<file path="src/rtl/instr_mem_loader.sv">
// Instruction memory for core_pipeline: programs are streamed in through a valid/ready
// load port, then served combinationally by pc. Optional INSTR_MEM_PARITY_EN adds per-word parity.
module instr_mem_loader #(
    parameter int unsigned       DATA_W   = 14,
    parameter int unsigned       ADDR_W   = 5,
    parameter int unsigned       DEPTH    = 32,
    parameter logic [DATA_W-1:0] NOP_WORD = '0
) (
    input  logic              clk,
    input  logic              rst,
    input  logic [ADDR_W-1:0] pc,
    output logic [DATA_W-1:0] instraction,
    input  logic              load_valid,
    output logic              load_ready,
    input  logic [DATA_W-1:0] load_data,
    input  logic              load_last,
    input  logic              reload,
`ifdef INSTR_MEM_PARITY_EN
    input  logic              load_par,
    output logic              parity_err,
`endif
    output logic              core_rst_n,
    output logic [ADDR_W:0]   words_loaded
);

    typedef enum logic {LOAD, RUN} state_t;

    state_t            state;
    logic [ADDR_W-1:0] wr_addr;
    logic [DATA_W-1:0] mem [DEPTH];
    logic              accept;
    logic              final_beat;

    assign load_ready  = (state == LOAD);
    assign accept      = load_valid && load_ready;
    assign final_beat  = load_last || (wr_addr == ADDR_W'(DEPTH - 1));
    assign instraction = (state == RUN) ? mem[pc] : NOP_WORD;

    // Storage is deliberately left out of reset so a partial program survives rst.
    always_ff @(posedge clk) begin
        if (accept) begin
            mem[wr_addr] <= load_data;
        end
    end

    always_ff @(posedge clk or negedge rst) begin
        if (!rst) begin
            state        <= LOAD;
            wr_addr      <= '0;
            words_loaded <= '0;
            core_rst_n   <= 1'b0;
        end else begin
            case (state)
                LOAD: begin
                    if (accept) begin
                        if (words_loaded != (ADDR_W + 1)'(DEPTH)) begin
                            words_loaded <= words_loaded + 1'b1;
                        end
                        if (final_beat) begin
                            state      <= RUN;
                            wr_addr    <= '0;
                            core_rst_n <= 1'b1;
                        end else begin
                            wr_addr <= wr_addr + 1'b1;
                        end
                    end
                end
                RUN: begin
                    if (reload) begin
                        state        <= LOAD;
                        wr_addr      <= '0;
                        words_loaded <= '0;
                        core_rst_n   <= 1'b0;
                    end
                end
                default: begin
                    state      <= LOAD;
                    core_rst_n <= 1'b0;
                end
            endcase
        end
    end

`ifdef INSTR_MEM_PARITY_EN
    logic par [DEPTH];

    always_ff @(posedge clk) begin
        if (accept) begin
            par[wr_addr] <= load_par;
        end
    end

    // Sticky error: only fetches made while running are judged.
    always_ff @(posedge clk or negedge rst) begin
        if (!rst) begin
            parity_err <= 1'b0;
        end else if (reload) begin
            parity_err <= 1'b0;
        end else if ((state == RUN) && (^{mem[pc], par[pc]})) begin
            parity_err <= 1'b1;
        end
    end
`endif

endmodule

</file>
<file path="config.mk">
export PLATFORM = sky130hd
export DESIGN_NAME = instr_mem_loader
export DESIGN_NICKNAME = d
export VERILOG_FILES = /design/src/rtl/instr_mem_loader.sv
export SDC_FILE = /design/constraint.sdc
export NUM_CORES = 1
export LEC_CHECK = 0
export CORE_MARGIN = 2
export CORE_UTILIZATION = 61
export DETAILED_ROUTE_END_ITERATION = 10
export PLACE_DENSITY = 0.8
export SLEW_MARGIN = 20
export SYNTH_ARGS = -nofsm -noshare
export SYNTH_HDL_FRONTEND = slang
export SYNTH_SLANG_ARGS = --single-unit
</file>
<file path="constraint.sdc">
create_clock -name clk -period 2.9 [get_ports clk]
set_input_delay 0.29 -clock clk [delete_from_list [all_inputs] [get_ports clk]]
set_output_delay 0.29 -clock clk [all_outputs]
set_load 0.005 [all_outputs]
</file>
==> results.toml, run 1 <==
[yosys]
synth.top_cells.by_area = "sky130_fd_sc_hd__edfxtp_1 75%, sky130_fd_sc_hd__mux4_2 14%, sky130_fd_sc_hd__mux2_2 2.1%, sky130_fd_sc_hd__dfrtp_1 1.8%, sky130_fd_sc_hd__nor2_1 1.1%"
yosys_most_used_dff = "sky130_fd_sc_hd__edfxtp_1"
mux_contribution_to_synthesized_area_pct = 16.6
synth_adder_area_share_pct = 0.486
postSynthNetCount = 851
yosys.area_share.xor_xnor_pct = 0.243
synth_top_family_by_area = "multiplexers"
area_fraction_in_and_or_nand_and_nor_cells_after_synthesis_pct = 2.07
ys_warn_count = 0
synth-async-reset-ratio_pct = 2.82
synth_common_cells = "448 x sky130_fd_sc_hd__edfxtp_1, 112 x sky130_fd_sc_hd__mux4_2, 52 x sky130_fd_sc_hd__nor2_1"
syn_avg_cell_area_um2 = 22.0
synth_sequential_area_ratio_pct = 76.4
netlist_instances = 820
yosysMostFrequentCell = "sky130_fd_sc_hd__edfxtp_1"
number_of_synthesized_flops_with_an_enable_pin = 448
yosysTopAreaCell = "sky130_fd_sc_hd__edfxtp_1"
synth_compound_area_share_pct = 2.61
synthDominantCellAreaShare_pct = 74.6
synth.lib_cells_used.distinct = 35
synth_seq_cells = 461
synth.cell_area_mm2 = 0.0180

[worst_setup_path]
r2r.worst_path.cells = 4
setup.worst_path.start_class = "register"
worstSetupEndpointType = "primary output"
regToRegSetupSlack_ps = 620
setup.worst_path.class = "reg -> out"
cp_data_required_time_ps = 2610
worst_r2r_startpoint = "state$_DFF_PN0_"
worstPathMaxFanout = 1
cp.arrival_ps = 2600
timing.rr.end = "mem[1][5]$_DFFE_PP_"

[clock_network]
post_cts.repair.setup_buffers = 0
cts_hold_repair.buffers = 0
ctsRootBufferMaster = "sky130_fd_sc_hd__clkbuf_16"
clkSinkCount = 461
htree_num_levels = 2
cts.reportedPaths.clkPinSlew_ps = 60
cts_tree = "done"
cts-root-to-sink-buffers = 3
worst_skew_pair.late_latency_ps = 560
tritoncts.num_buffers = 44

[placed_design]
dp_worst_setup_slack_ps = 93.9
hpwlAfterDp_um = 23400
number_of_buffers_inserted_by_port_buffering = 45
gp_congestion = 0.789

[sta]
tns_ps = 0
final_min_period_over_clock_period_pct = 99.7
finalHoldWorstSlack_ps = 112
maxSlewHeadroom_pct = 28.2
timing_hold_violations_final = 0
worstMarginPinSlew_ps = 1070
setup_violations = 0
drv_slew = 0
max_freq_mhz = 346
layout_setup_ws_ps = 9.45
finalClockSkew_ps = 23.9
period_minus_slack_ps = 2890
grt_setup_unrepaired = "true"

[grt]
antenna_found_initial = 0
groute.usage.overall_pct = 28.4
maximum_number_of_pins_on_one_net_before_global_route_repair = 49
grt_pass1_vias = 9345
grt_first_pass_wirelength_um = 62900
global_route.overflow_total = 0

[floorplanning]
die-area_mm2 = 0.0309
initial_utilization_pct = 62.3
std_cell_rows = 62
boundaryPins = 46
die_width_um = 176
die_height_um = 176
fp.coreArea_mm2 = 0.0289

[cells_and_area]
nNetsFinal = 968
final_layout_size_suffix_gt1_share_pct = 32.6
n_fill_cell = 1499
utilization_of_the_core_after_routing_pct = 73.0
synthToLayoutAreaGrowth_pct = 17.1
seq_area_mm2 = 0.0138
multi_input_comb_area_mm2 = 0.00411
diodes = 0

[run_status]
status = "completed"

[detailed_routing]
initialDrtViolationCount = 1452
drt_first_pass_iters = 5
drcViolationCount = 0
postRouteAntennaNets = 0
avgRoutedWirePerCell_um = 32.4
route.vias.total = 9180
vias_per_cell = 6.76
detail_route.wirelength_um = 43900

[power]
power_density_mw_per_mm2 = 702
power_leakage_nw = 6.92
maximum_vdd_ir_drop_v = 0.000456
total_power_mw = 14.8

[hold_path]
min-delay-path-class = "in -> async"

[flow_run]
max_cap_violations = 0
per-layer routing:
layer | up-vias | track usage [%] | wire, µm
met3 | 59 | 5.43 | 4770
met2 | 635 | 45.7 | 22600
met4 | 0 | 8.16 | 789
li1 | 3675 | - | -
met5 | - | 0 | 0
met1 | 4811 | 40.8 | 15700
power by group:
group	switching (mW)	internal, mW	leakage (nW)
clock	2.48	3.88	0.775
sequential	0.0778	7.39	4.20
combinational	0.548	0.442	1.94
final cells by class:
cell class | instances | area share [%]
clock inverters | 30 | 2.03
repair buffers | 116 | 5.34
inverters | 6 | 0.107
clock buffers | 52 | 5.56
multi-input cells | 308 | 19.4
well taps | 384 | 2.28
flip-flops and latches | 461 | 65.3
metrics by stage:
stage                     area [µm²]  cells
after detailed placement       19300   1274
after CTS                      21000   1356
final                          21100   1357
after global routing           21100   1357
after global placement         19300   1274
after floorplan                18000    820
registers in the layout (all words and copies together) (netlist names):
signal / cells
mem: 448
core_rst_n: 1
words_loaded: 6
state: 1
wr_addr: 5
worst max-delay path by stage:
| stage | slack (ps) | from | endpoint |
|---|---|---|---|
| 4_1_cts | 0.6 | mem[15][2]$_DFFE_PP_ | instraction[2] |
| 6_report | 9 | mem[11][0]$_DFFE_PP_ | instraction[0] |
| 2_1_floorplan | 840 | wr_addr[3]$_DFFE_PN0P_ | mem[4][0]$_DFFE_PP_ |
| 3_5_place_dp | 90 | pc[1] | instraction[1] |
| 5_1_grt | -30 | mem[1][10]$_DFFE_PP_ | instraction[10] |
| 3_3_place_gp | 110 | pc[0] | instraction[11] |
critical path: stages, from the launching register on:
cell and delay (ps):
sky130_fd_sc_hd__edfxtp_1 380, sky130_fd_sc_hd__mux4_2 490, sky130_fd_sc_hd__mux2_2 340, sky130_fd_sc_hd__o221ai_1 310
sky130_fd_sc_hd__a21oi_1 80, sky130_fd_sc_hd__clkdlybuf4s50_1 460
cells by family after synthesis:
family          Yosys count
compound gates           56
buf+inv                  51
mux                     155
simple gates             85
flops                   461
fa+ha+maj                 7
xor+xnor                  5
placed cells by master, fill, tap and decap left out, types with 3 or more instances in the layout:
cell type	n
sky130_fd_sc_hd__a21oi_2	3
sky130_fd_sc_hd__mux2_2	33
sky130_fd_sc_hd__mux2i_4	3
sky130_fd_sc_hd__clkdlybuf4s50_1	33
sky130_fd_sc_hd__a22oi_1	4
sky130_fd_sc_hd__buf_4	63
sky130_fd_sc_hd__mux2i_1	5
sky130_fd_sc_hd__nand3b_1	3
sky130_fd_sc_hd__ha_1	7
sky130_fd_sc_hd__xor2_1	5
sky130_fd_sc_hd__mux4_2	112
sky130_fd_sc_hd__a22o_1	3
sky130_fd_sc_hd__a221oi_2	10
sky130_fd_sc_hd__clkinv_2	4
sky130_fd_sc_hd__inv_1	6
sky130_fd_sc_hd__dlymetal6s2s_1	7
sky130_fd_sc_hd__o21ai_0	6
sky130_fd_sc_hd__nor2b_1	3
sky130_fd_sc_hd__clkinv_1	12
sky130_fd_sc_hd__o221ai_1	3
sky130_fd_sc_hd__buf_12	8
sky130_fd_sc_hd__edfxtp_1	448
sky130_fd_sc_hd__o221ai_2	10
sky130_fd_sc_hd__a21oi_1	7
sky130_fd_sc_hd__a31oi_1	5
sky130_fd_sc_hd__clkbuf_16	47
sky130_fd_sc_hd__dfrtp_1	12
sky130_fd_sc_hd__clkbuf_1	6
sky130_fd_sc_hd__nand2_1	13
sky130_fd_sc_hd__bufinv_16	11
sky130_fd_sc_hd__nor2_1	52
timing repair:
item,4_1_cts,5_1_grt
gates cloned,0,1
pin swaps,0,1
gates resized for setup,15,18
endpoints found under the setup margin,12,11
No activity file was read; power rests on OpenSTA's default activity.
==> run 2: changes to the inputs <==
--- a/config.mk
+++ b/config.mk
@@ -8,7 +8,7 @@
 export CORE_MARGIN = 2
 export CORE_UTILIZATION = 61
 export DETAILED_ROUTE_END_ITERATION = 10
-export PLACE_DENSITY = 0.8
+export PLACE_DENSITY = 0.78
 export SLEW_MARGIN = 20
 export SYNTH_ARGS = -nofsm -noshare
 export SYNTH_HDL_FRONTEND = slang
==> run 2 against run 1 <==
  * The flow now finishes with violations (setup timing)
  * Register-to-register slack is essentially flat
  * Cell area shrank 1.2%
  * Clock skew grew 1.5 ps
  * Core utilization shrank 0.89 points
  * Worst setup slack lost 26 ps
  * Combinational power shrank 2.7%
  * Sequential share of layout area grew 0.80 points
  * Total power shrank 5.9%
  * Die area is the same
  * Fmax shrank 0.89%
  * Via count shrank 2.6%
  * Non-clock buffer count grew 1
  * Highest routed layer unchanged
==> results.toml, run 2 (synthesis results as in run 1) <==
[placed_design]
dp_worst_setup_slack_ps = 131
placedCellCount = 1276
gp_congestion = 0.773
number_of_buffers_inserted_by_port_buffering = 45
hpwlAfterDp_um = 23100

[worst_setup_path]
cp_data_required_time_ps = 2610
r2r.worst_path.cells = 4
setup.worst_path.start_class = "register"
regToRegSetupSlack_ps = 620
setup.worst_path.class = "reg -> out"
crit_start = "mem[6][10]$_DFFE_PP_"
setup.worst_path.end = "instraction[10]"
worstPathMaxFanout = 1
timing.rr.end = "mem[2][7]$_DFFE_PP_"
cp.arrival_ps = 2630
worstSetupEndpointType = "primary output"
worst_r2r_startpoint = "state$_DFF_PN0_"

[clock_network]
ctsRootBufferMaster = "sky130_fd_sc_hd__clkbuf_16"
clkSinkCount = 461
tritoncts.num_buffers = 44
cts_tree = "done"
cts.reportedPaths.clkPinSlew_ps = 60
cts-root-to-sink-buffers = 3
htree_num_levels = 2
cts_hold_repair.buffers = 0
worst_skew_pair.late_latency_ps = 540

[detailed_routing]
initialDrtViolationCount = 1097
postRouteAntennaNets = 0
drcViolationCount = 0
drt_first_pass_iters = 6
detail_route.wirelength_um = 39600
route.vias.total = 8942
avgRoutedWirePerCell_um = 29.2
vias_per_cell = 6.60

[floorplanning]
std_cell_rows = 62
die_height_um = 176
fp.coreArea_mm2 = 0.0289
die-area_mm2 = 0.0309
boundaryPins = 46
initial_utilization_pct = 62.3
die_width_um = 176

[flow_run]
max_cap_violations = 0

[cells_and_area]
layout.cells.non_filler = 1355
largest_register = "mem"
synthToLayoutAreaGrowth_pct = 15.7
nNetsFinal = 969
largest_register_ff_count = 448
final_layout_size_suffix_gt1_share_pct = 31.8
layout.cells.most_common_list = "448 x sky130_fd_sc_hd__edfxtp_1, 112 x sky130_fd_sc_hd__mux4_2, 62 x sky130_fd_sc_hd__buf_4, 49 x sky130_fd_sc_hd__nor2_1, 45 x sky130_fd_sc_hd__clkbuf_16"
layout.cells.most_common = "sky130_fd_sc_hd__edfxtp_1"
largest_regs = "mem (448), words_loaded (6), wr_addr (5)"
diodes = 0

[sta]
drv_slew = 0
setup_violations = 1
final_min_period_over_clock_period_pct = 101
worstMarginPinSlew_ps = 580
maxSlewHeadroom_pct = 61.1
layout_setup_ws_ps = -16.6
max_freq_mhz = 343
period_minus_slack_ps = 2920
finalClockSkew_ps = 25.4
timing_hold_violations_final = 0

[grt]
global_route.overflow_total = 0
grt_first_pass_wirelength_um = 58500
antenna_found_initial = 0
groute.usage.overall_pct = 26.4
maximum_number_of_pins_on_one_net_before_global_route_repair = 55
grt_pass1_vias = 9033

[power]
power_density_mw_per_mm2 = 668
maximum_vdd_ir_drop_v = 0.000383
power_leakage_nw = 6.73

[run_status]
status = "complete, but fails checks"
failed_checks = "setup timing"

[hold_path]
min-delay-path-class = "in -> async"
==> run 2: changes by cell type in the layout (fill, tap and decap cells not counted), moves of 3 or more <==
cell | previous run | this run
sky130_fd_sc_hd__clkinv_2 | 4 | 10
sky130_fd_sc_hd__mux2i_1 | 5 | 8
sky130_fd_sc_hd__mux2i_4 | 3 | 0
sky130_fd_sc_hd__bufinv_16 | 11 | 4
sky130_fd_sc_hd__dlymetal6s2s_1 | 7 | 1
sky130_fd_sc_hd__buf_12 | 8 | 12
sky130_fd_sc_hd__nor2_2 | 0 | 3
sky130_fd_sc_hd__o221ai_2 | 10 | 6
sky130_fd_sc_hd__o221ai_1 | 3 | 6
sky130_fd_sc_hd__nor2_1 | 52 | 49
sky130_fd_sc_hd__clkdlybuf4s50_1 | 33 | 41
==> run 2: worst min-delay path by stage <==
stage	to
after floorplan	core_rst_n$_DFFE_PN0P_
after global placement	core_rst_n$_DFFE_PN0P_
after detailed placement	core_rst_n$_DFFE_PN0P_
after CTS	core_rst_n$_DFFE_PN0P_
after global routing	core_rst_n$_DFFE_PN0P_
final	core_rst_n$_DFFE_PN0P_
==> run 2: cell type report <==
cell class              instances  area [µm²]
repair buffers                117        1140
well taps                     384         480
clock inverters                28         230
flip-flops and latches        461       13800
inverters                       6        22.5
multi-input cells             308        4060
fillers                      1585        8070
clock buffers                  51        1150
==> run 2: layer usage <==
metal / part of all wire [%] / vias up / track usage (%) / wire [µm]
met3: 8.8 / 76 / 5.09 / 3500
met2: 51 / 521 / 43.0 / 20100
met1: 38 / 4679 / 37.2 / 14900
met4: 2.8 / 0 / 7.89 / 1130
li1: - / 3666 / - / -
met5: 0 / - / 0 / 0
==> run 2: report_power, final <==
group          total (mW)  leakage (nW)  switching (mW)  internal (mW)
registers            7.47          4.20          0.0743           7.39
logic               0.963          1.85           0.525          0.438
clock network        5.50         0.676            2.32           3.18
total                13.9          6.73            2.92           11.0
==> run 2: per-stage QoR <==
stage	TNS (ps)	hold WS (ps)	cell area [µm²]	util, %	total power [mW]
after CTS	0	134	20800	71.9	14.0
final	-16.6	123	20900	72.1	13.9
after floorplan	0	-5.59	18000	-	8.07
after global placement	0	516	19400	67.0	8.49
after global routing	-79.7	166	20900	72.1	14.3
after detailed placement	0	520	19400	67.0	8.53
==> run 2: timing repair <==
action	CTS	global route
setup endpoints to repair	6	8
buffers inserted	0	0
pin swaps	0	1
resized for setup	7	11
==> run 2: critical path, stage by stage (launching register included) <==
cell and delay [ps]:
sky130_fd_sc_hd__edfxtp_1 420, sky130_fd_sc_hd__mux4_2 500, sky130_fd_sc_hd__mux2_2 300, sky130_fd_sc_hd__o221ai_2 300
sky130_fd_sc_hd__a31oi_1 100, sky130_fd_sc_hd__clkdlybuf4s50_1 470
==> run 3: changes to the inputs <==
--- a/config.mk
+++ b/config.mk
@@ -6,7 +6,7 @@
 export NUM_CORES = 1
 export LEC_CHECK = 0
 export CORE_MARGIN = 2
-export CORE_UTILIZATION = 61
+export CORE_UTILIZATION = 60
 export DETAILED_ROUTE_END_ITERATION = 10
 export PLACE_DENSITY = 0.78
 export SLEW_MARGIN = 20
==> run 3 against run 2 <==
  * Sequential share of layout area is 0.091 points higher
  * Via count is 0.13% higher
  * Flip-flop and latch count stayed put
  * Worst hold slack better by 15 ps
  * Largest cell class unchanged
  * The run now ends clean
==> results.toml, run 3 (synthesis results as in run 1) <==
[cells_and_area]
final_layout_size_suffix_gt1_share_pct = 32.5
diodes = 0
n_fill_cell = 1694
layout.cells.most_common = "sky130_fd_sc_hd__edfxtp_1"
largest_register_ff_count = 448
synthToLayoutAreaGrowth_pct = 15.6
largest_register = "mem"
nNetsFinal = 974
largest_regs = "mem (448), words_loaded (6), wr_addr (5)"
utilization_of_the_core_after_routing_pct = 70.3
layout.cells.most_common_list = "448 x sky130_fd_sc_hd__edfxtp_1, 112 x sky130_fd_sc_hd__mux4_2, 72 x sky130_fd_sc_hd__buf_4, 51 x sky130_fd_sc_hd__nor2_1, 43 x sky130_fd_sc_hd__clkbuf_16"
layout.cells.non_filler = 1366

[grt]
groute.usage.overall_pct = 27.1
global_route.overflow_total = 0
maximum_number_of_pins_on_one_net_before_global_route_repair = 39
grt_pass1_vias = 9408
grt_first_pass_wirelength_um = 60300
antenna_found_initial = 1

[sta]
finalClockSkew_ps = 24.9
worstMarginPinSlew_ps = 597
tns_ps = 0
max_freq_mhz = 348
setup_violations = 0
finalHoldWorstSlack_ps = 138
final_min_period_over_clock_period_pct = 99.1
period_minus_slack_ps = 2870
maxSlewHeadroom_pct = 60.1
drv_slew = 0
grt_setup_unrepaired = "true"
timing_hold_violations_final = 0
layout_setup_ws_ps = 26.2

[clock_network]
post_cts.repair.setup_buffers = 0
cts_hold_repair.buffers = 0
cts-root-to-sink-buffers = 3
cts.reportedPaths.clkPinSlew_ps = 60
ctsRootBufferMaster = "sky130_fd_sc_hd__clkbuf_16"
worst_skew_pair.late_latency_ps = 550
tritoncts.num_buffers = 43
clkSinkCount = 461
cts_tree = "done"
htree_num_levels = 2

[detailed_routing]
initialDrtViolationCount = 1186
route.vias.total = 8954
postRouteAntennaNets = 0
detail_route.wirelength_um = 41000
drcViolationCount = 0
avgRoutedWirePerCell_um = 30.0
vias_per_cell = 6.55
drt_first_pass_iters = 8

[hold_path]
min-delay-path-class = "in -> async"

[worst_setup_path]
worstSetupEndpointType = "primary output"
setup.worst_path.class = "reg -> out"
setup.worst_path.start_class = "register"
cp.arrival_ps = 2580
critical_path.slowest_cell = "sky130_fd_sc_hd__clkdlybuf4s50_1"
cp_slowest_stage_delay_ps = 490
cp_data_required_time_ps = 2610
worstPathMaxFanout = 1
series_of_cell_instances_along_the_critical_path = "mux4_2 > mux2_2 > o221ai_1 > a31oi_1 > clkdlybuf4s50_1"

[floorplanning]
die_height_um = 177
die_width_um = 177
boundaryPins = 46
fp.coreArea_mm2 = 0.0296
die-area_mm2 = 0.0314
initial_utilization_pct = 60.8
std_cell_rows = 63

[power]
power_leakage_nw = 6.80
power_density_mw_per_mm2 = 667
maximum_vdd_ir_drop_v = 0.000400

[placed_design]
hpwlAfterDp_um = 23900
number_of_buffers_inserted_by_port_buffering = 45
placedCellCount = 1288
gp_congestion = 0.759
dp_worst_setup_slack_ps = 104

[flow_run]
max_cap_violations = 0

[run_status]
status = "completed"
run 3: cell count changes in the layout (fill, tap and decap cells not counted), sizes merged, moves of 3 or more:
cell           change
clkdlybuf4s50      -9
dlymetal6s2s       +4
clkinv             -6
dlygate4sd2        +4
buf                +7
clkbuf             +3
run 3: per-layer routing:
| layer | vias up | share of wire [%] | track usage, % | routed length [µm] |
|---|---|---|---|---|
| li1 | 3684 | - | - | - |
| met2 | 536 | 50 | 43.6 | 20400 |
| met4 | 2 | 3.0 | 9.02 | 1250 |
| met1 | 4639 | 36 | 36.1 | 14600 |
| met3 | 93 | 12 | 7.82 | 4740 |
| met5 | - | 0.024 | 0 | 10 |
run 3: path summary, 6_finish.rpt:
check | endpoint | startpoint | slack, ps | cells after the start
hold / removal | words_loaded[3]$_DFFE_PN0P_ | rst | 140 | 1
setup reg to reg | mem[2][8]$_DFFE_PP_ | state$_DFF_PN0_ | 610 | 4
min in group clk | mem[27][8]$_DFFE_PP_ | load_data[8] | 270 | 1
max in group asynchronous | state$_DFF_PN0_ | rst | 2330 | 1
hold reg to reg | core_rst_n$_DFFE_PN0P_ | core_rst_n$_DFFE_PN0P_ | 550 | 2
setup / recovery | instraction[3] | mem[15][3]$_DFFE_PP_ | 30 | 5
run 3: metrics by stage:
step / total power, mW / area (µm²)
global placement: 8.49 / 19400
detailed placement: 8.54 / 19400
finish: 13.9 / 20800
CTS: 13.9 / 20800
global route: 14.3 / 20800
floorplan: 8.07 / 18000
run 3: area by class of cell:
type | instances | area [µm²] | area share [%]
inverter | 6 | 22.5 | 0.108
timing repair buffer | 123 | 1130 | 5.45
clock buffer | 54 | 1140 | 5.46
multi-input combinational | 308 | 4050 | 19.4
clock inverter | 24 | 225 | 1.08
sequential | 461 | 13800 | 66.1
tap | 390 | 488 | 2.34
run 3: critical path: cells and delay by family (launching register included):
kind | cells | cell delay [ps]
muxes | 2 | 790
buffers and inverters | 1 | 490
DFF | 1 | 380
AOI/OAI and AO/OA | 2 | 370
run 3: where the power goes:
group          total (mW)  switching, mW  leakage [nW]  internal [mW]
clock network        5.47           2.33         0.667           3.14
logic               0.966          0.529          1.93          0.437
registers            7.47         0.0721          4.20           7.39
run 3: timing repair:
action / 4_1_cts / 5_1_grt
resized for setup: 14 / 10
setup endpoints to repair: 8 / 7
pin swaps: 3 / 0
